$ cat src/rtl/moa_stream_feeder.sv
// -----------------------------------------------------------------------------
// moa_stream_feeder
//
// Streaming front/back end for the pipelined multi-operand adder.
// Operands arrive one per beat on a valid/ready stream. They are assembled into
// groups of N lanes, and each group is presented in parallel to the MOA for
// exactly one cycle. The MOA sum is captured LAT cycles later and returned
// through a small result FIFO, together with an 8-bit group tag that wraps.
//
// Credit rule: in_ready is high only while (results queued + groups in flight)
// is below DEPTH. Because of this, every issued group is guaranteed a FIFO slot
// and no result is ever dropped.
//
// Ports
//   clk        clock; all state changes on the rising edge
//   rst_n      asynchronous active-low reset
//   in_valid   operand beat valid
//   in_ready   feeder can accept an operand (registered)
//   in_data    operand, W bits
//   in_last    final operand of a short group; the remaining lanes are zeroed
//   moa_x      N lanes of W bits to the MOA; lane k = moa_x[k*W +: W]
//   moa_summ   MOA sum, valid LAT cycles after moa_x is driven
//   out_valid  result available (FIFO not empty)
//   out_ready  result consumer ready
//   out_sum    result sum at the FIFO head
//   out_tag    group sequence number of out_sum
//   busy       partial group, group in flight, or FIFO not empty
// -----------------------------------------------------------------------------
module moa_stream_feeder #(
    parameter int W     = 8,
    parameter int N     = 8,
    parameter int LAT   = 2,
    parameter int DEPTH = 4,
    parameter int SW    = W + $clog2(N)
) (
    input  logic            clk,
    input  logic            rst_n,
    input  logic            in_valid,
    output logic            in_ready,
    input  logic [W-1:0]    in_data,
    input  logic            in_last,
    output logic [N*W-1:0]  moa_x,
    input  logic [SW-1:0]   moa_summ,
    output logic            out_valid,
    input  logic            out_ready,
    output logic [SW-1:0]   out_sum,
    output logic [7:0]      out_tag,
    output logic            busy
);

    localparam int IW = $clog2(N);
    localparam int PW = $clog2(DEPTH);
    localparam int CW = $clog2(DEPTH + 1);
    // A group is counted as in flight from the edge that loads moa_x until the
    // edge that pushes its sum. This spans LAT+1 edges, so the counter must
    // hold values up to LAT+1.
    localparam int FW = $clog2(LAT + 2);

    // ---------------- state ----------------
    logic [IW-1:0]   idx_reg;
    logic [N*W-1:0]  lane_reg;
    logic [N*W-1:0]  moa_x_reg;
    logic [7:0]      tag_reg;
    logic            in_ready_reg;
    logic [LAT:0]    pipe_vld_reg;
    logic [7:0]      pipe_tag_reg [LAT+1];
    logic [FW-1:0]   inflight_count_reg;

    logic [SW-1:0]   fifo_sum_mem [DEPTH];
    logic [7:0]      fifo_tag_mem [DEPTH];
    logic [PW-1:0]   wr_ptr_reg;
    logic [PW-1:0]   rd_ptr_reg;
    logic [CW-1:0]   fifo_count_reg;

    // ---------------- combinational control ----------------
    logic            accept;
    logic            complete;
    logic            push;
    logic            pop;
    logic [CW-1:0]   fifo_count_next;
    logic [FW-1:0]   inflight_count_next;
    logic [31:0]     credit_used;
    logic [N*W-1:0]  group_x;

    assign accept   = in_valid & in_ready_reg;
    assign complete = accept & (in_last | (idx_reg == IW'(N - 1)));
    // Stage LAT holds the group whose sum is on moa_summ in this cycle.
    assign push     = pipe_vld_reg[LAT];
    assign pop      = (fifo_count_reg != '0) & out_ready;

    always_comb begin
        fifo_count_next = fifo_count_reg;
        if (push && !pop) begin
            fifo_count_next = fifo_count_reg + CW'(1);
        end else if (!push && pop) begin
            fifo_count_next = fifo_count_reg - CW'(1);
        end
    end

    always_comb begin
        inflight_count_next = inflight_count_reg;
        if (complete && !push) begin
            inflight_count_next = inflight_count_reg + FW'(1);
        end else if (!complete && push) begin
            inflight_count_next = inflight_count_reg - FW'(1);
        end
    end

    assign credit_used = 32'(fifo_count_next) + 32'(inflight_count_next);

    // Assembled group as seen at the completing edge. Lanes below idx come
    // from storage, the current lane takes the operand on the bus, and the
    // lanes above are zero. A short group therefore pads with zeros.
    genvar gi;
    generate
        for (gi = 0; gi < N; gi++) begin : g_lane
            assign group_x[gi*W +: W] = (IW'(gi) <  idx_reg) ? lane_reg[gi*W +: W] :
                                        (IW'(gi) == idx_reg) ? in_data : '0;
        end
    endgenerate

    // ---------------- assembly, issue and in-flight tracking ----------------
    always_ff @(posedge clk or negedge rst_n) begin
        if (!rst_n) begin
            idx_reg            <= '0;
            lane_reg           <= '0;
            moa_x_reg          <= '0;
            tag_reg            <= '0;
            in_ready_reg       <= 1'b0;
            pipe_vld_reg       <= '0;
            inflight_count_reg <= '0;
            for (int i = 0; i <= LAT; i++) begin
                pipe_tag_reg[i] <= '0;
            end
        end else begin
            // Registered credit check. It uses the post-edge counts, so a
            // group issued on this edge is already counted.
            in_ready_reg       <= (credit_used < DEPTH[31:0]);
            inflight_count_reg <= inflight_count_next;
            pipe_vld_reg       <= {pipe_vld_reg[LAT-1:0], complete};
            pipe_tag_reg[0]    <= tag_reg;
            for (int i = 1; i <= LAT; i++) begin
                pipe_tag_reg[i] <= pipe_tag_reg[i-1];
            end

            for (int i = 0; i < N; i++) begin
                if (accept && (idx_reg == IW'(i))) begin
                    lane_reg[i*W +: W] <= in_data;
                end
            end

            if (complete) begin
                moa_x_reg <= group_x;
                idx_reg   <= '0;
                tag_reg   <= tag_reg + 8'd1;
            end else begin
                // The MOA sees zeros whenever no group is being issued.
                moa_x_reg <= '0;
                if (accept) begin
                    idx_reg <= idx_reg + IW'(1);
                end
            end
        end
    end

    // ---------------- result FIFO ----------------
    always_ff @(posedge clk or negedge rst_n) begin
        if (!rst_n) begin
            wr_ptr_reg     <= '0;
            rd_ptr_reg     <= '0;
            fifo_count_reg <= '0;
            for (int i = 0; i < DEPTH; i++) begin
                fifo_sum_mem[i] <= '0;
                fifo_tag_mem[i] <= '0;
            end
        end else begin
            if (push) begin
                fifo_sum_mem[wr_ptr_reg] <= moa_summ;
                fifo_tag_mem[wr_ptr_reg] <= pipe_tag_reg[LAT];
                wr_ptr_reg               <= wr_ptr_reg + PW'(1);
            end
            if (pop) begin
                rd_ptr_reg <= rd_ptr_reg + PW'(1);
            end
            fifo_count_reg <= fifo_count_next;
        end
    end

    // The credit rule makes a push into a full FIFO impossible.
    assert property (@(posedge clk) disable iff (!rst_n)
                     !(push && (fifo_count_reg == CW'(DEPTH))));

    // ---------------- outputs ----------------
    assign in_ready  = in_ready_reg;
    assign moa_x     = moa_x_reg;
    assign out_valid = (fifo_count_reg != '0);
    assign out_sum   = fifo_sum_mem[rd_ptr_reg];
    assign out_tag   = fifo_tag_mem[rd_ptr_reg];
    assign busy      = (idx_reg != '0) | (inflight_count_reg != '0) | (fifo_count_reg != '0);

endmodule

$ cat config.mk
export PLATFORM = sky130hd
export DESIGN_NAME = moa_stream_feeder
export DESIGN_NICKNAME = d
export VERILOG_FILES = /design/src/rtl/moa_stream_feeder.sv
export SDC_FILE = /design/constraint.sdc
export NUM_CORES = 1
export LEC_CHECK = 0
export ABC_AREA = 1
export CORE_UTILIZATION = 55
export CTS_CLUSTER_SIZE = 24
export DETAILED_ROUTE_END_ITERATION = 6
export HOLD_SLACK_MARGIN = 0.08
export PLACE_DENSITY_LB_ADDON = 0.05
export SLEW_MARGIN = 30
export SYNTH_ARGS = -nofsm -noshare
export SYNTH_HDL_FRONTEND = slang
export SYNTH_SLANG_ARGS = --single-unit
$ cat constraint.sdc
create_clock -name clk -period 2.3 [get_ports clk]
set_input_delay 0.345 -clock clk [delete_from_list [all_inputs] [get_ports clk]]
set_output_delay 0.345 -clock clk [all_outputs]
set_load 0.1 [all_outputs]
==> flow_summary.ini <==
[setup_path]
cp.arrival_ps = 1870
endpoint_kind = output port
worstPathRequired_ps = 1960
reg2reg_depth = 13
start_kind = flop
critPathKind = flop to output port
path_max_fanout = 7

[routing]
drt_first_iter_violations = 586
drt_pass1_iterations = 5
vias = 7334
wl_microns = 22500
wl_per_cell_microns = 16.3
drtAntennaViolNets = 0
route.detailed.drc = 0
vias_per_cell = 5.33

[power]
ir_worst_vdd_uv = 1370
pwr-share-seq_pct = 33.2
leakagePower_nw = 5.96
p_per_area_nw_per_um2 = 1550
p_clk_share_pct = 20.5
switchingPower_w = 0.00819
combPwrFrac_pct = 46.3
internal_power_w = 0.0107
swShare_pct = 43.4

[clock_tree]
clk_path_buf_depth = 3
cts_tree = built
clock-sinks = 244
clk_latency_ps = 520
clkTransAtPathRegs_ps = 60
cts_inserted_buffers = 25
htreeDepth = 1
cts-root-buf = clkbuf_16

[timing]
slew_violations = 0
layout_worst_path_cycle_share_pct = 96.4
fmax_mhz = 451
min_period_ps = 2220
worstMarginPinSlew_ps = 644
finalSetupViolCount = 0
setup_tns_ps = 0
final_hold_viol_count = 0
relSlewSlack_pct = 56.8
skew_ps = 24.5
whs_ps = 342
setup_ws_ps = 83.3
grt_setup_unrepaired = no

[min_path]
hold_path.class = flop to flop
hold-path-cell-count = 0

[global_route]
grt_use_total_pct = 25.7
grt_max_degree = 74
grt_pass1_wl_microns = 36500
antenna_found_initial = 0
grtUsageMet1_pct = 39.7
use_met2_pct = 38.8
grt_busiest_layer = met1
grt-ovfl-total = 0
grt_pass1_vias = 6914
grt.met3_usage_pct = 4.13

[die]
die_area_sq_um = 18200
row_count = 48
die_w_microns = 135
start_util_pct = 56.3
core_area_sq_um = 17300
die_h_microns = 135
num_io_pins = 110

[synth]
synth.avg_cell_area_sq_um = 9.65
synth.top_cell.area_share_pct = 62.7
synth_top_area_cell = dfrtp_1
synth_nets = 1046
syn_area_sq_um = 9730
syn_inst = 1008
synth_seq_area_share_pct = 62.7
yosys-top-cells-area = dfrtp_1, o21ai_0, nand2_1, inv_1, nor2_1
yosysWarnings = 0
ys_ff_latch = 244
synth_cell_types = 30

[placement]
pre_cts_ws_ps = 251
hpwl_microns = 14300
port_buffers = 109
finalWeightedCongestion = 0.805

[layout]
largest_reg_flops = 64
area_delta_synth_final_pct = 25.6
finalNetCount = 1173
antenna_cells = 0
drive_gt1_share_pct = 18.5

[status]
outcome = finished clean

[job]
drv_cap = 0
-- cells in the mapped netlist --
cell	instances
nand2_2	2
xnor2_1	4
nor2_1	80
inv_2	2
o21ai_2	8
ha_1	14
nor3_2	1
o22ai_1	35
dfrtp_1	244
clkbuf_1	26
mux2_2	2
nor2_4	1
buf_2	19
nand2_1	199
nor2_2	2
buf_4	1
nand4_1	3
nor3_4	2
inv_4	1
and2_1	1
o21ai_0	190
inv_1	86
a21oi_1	51
nand2_4	1
o21ai_1	1
buf_6	2
nand3_1	23
nor3_1	2
xor2_1	4
nand3_2	1
-- cell usage in the layout (no fill, tap or decap), types with 2 or more instances in the layout --
master	n
inv_2	3
nand4_1	3
nor2_2	2
clkbuf_16	25
clkbuf_8	5
clkdlybuf4s50_1	22
o22ai_1	16
nor3_4	2
nand2_2	3
mux2_2	2
ha_1	13
xnor2_1	4
clkinv_2	7
clkbuf_1	4
nor3_1	2
o21ai_2	8
nand2_1	198
xor2_1	4
inv_1	83
a21oi_1	51
nand3_1	23
o21ai_0	190
buf_6	2
o22ai_2	19
buf_12	26
buf_4	96
dfrtp_1	243
inv_4	3
nor2_1	80
-- stage by stage --
stage / util (%) / cell area, sq um / cells / power (W)
global placement: 65.7 / 11400 / 1327 / 0.0148
floorplan: - / 9860 / 1008 / 0.0123
CTS: 70.4 / 12200 / 1373 / 0.0189
finish: 70.6 / 12200 / 1377 / 0.0189
detailed placement: 65.7 / 11400 / 1327 / 0.0150
global route: 70.6 / 12200 / 1377 / 0.0199
-- cell type report --
class                   count  area, sq um
clock buffers              34          709
fillers                  1354         5080
repair buffers            148         1510
flip-flops and latches    244         6110
clock inverters            10         81.3
well taps                 225          282
inverters                  89          342
multi-input cells         627         3190
-- layer usage --
layer	part of all wire, %	wire length, microns
met1	45	10100
met2	45	10200
met3	8.2	1840
met4	1.4	314
met5	0	0
-- repair_timing --
action | CTS | global route
endpoints found under the setup margin | 1 | 3
hold buffers | 1 | 0
resized for setup | 1 | 4
buffers inserted | 1 | 4
pin swaps | 1 | 2
endpoints found under the hold margin | 67 | 0
-- power groups by stage --
stage / logic, W / clock network, W / registers, W
final: 0.00875 / 0.00388 / 0.00626
after global routing: 0.00937 / 0.00414 / 0.00641
after CTS: 0.00869 / 0.00395 / 0.00626
after detailed placement: 0.00866 / 0 / 0.00632
after global placement: 0.00853 / 0 / 0.00628
after floorplan: 0.00541 / 0 / 0.00685
-- cell families after synthesis --
group,share of synthesized area [%]
XOR/XNOR,0.720
adder cells (fa/ha/maj),1.80
buffers and inverters,5.75
multiplexers,0.231
AO/OA/AOI/OAI,15.4
flip-flops,62.7
AND/OR/NAND/NOR,13.3
-- worst paths after layout --
| kind | startpoint | to | slack, ps |
|---|---|---|---|
| setup / recovery | idx_reg[1] | busy | 80 |
| hold / removal | pipe_tag_reg[10] | pipe_tag_reg[2] | 340 |
| setup reg to reg | idx_reg[0] | in_ready | 120 |
| hold reg to reg | pipe_tag_reg[10] | pipe_tag_reg[2] | 340 |
| max in group asynchronous | rst_n | moa_x[40] | 1240 |
| min in group asynchronous | rst_n | fifo_sum_mem[16] | 400 |
-- worst max-delay path, cell delays in order, from the launching register on --
cell and delay (ps):
dfrtp_1 370, buf_4 180, inv_4 80, ha_2 180
inv_2 60, nor2_4 150, nand4_1 150, buf_12 200
No activity file was read; power rests on OpenSTA's default activity.
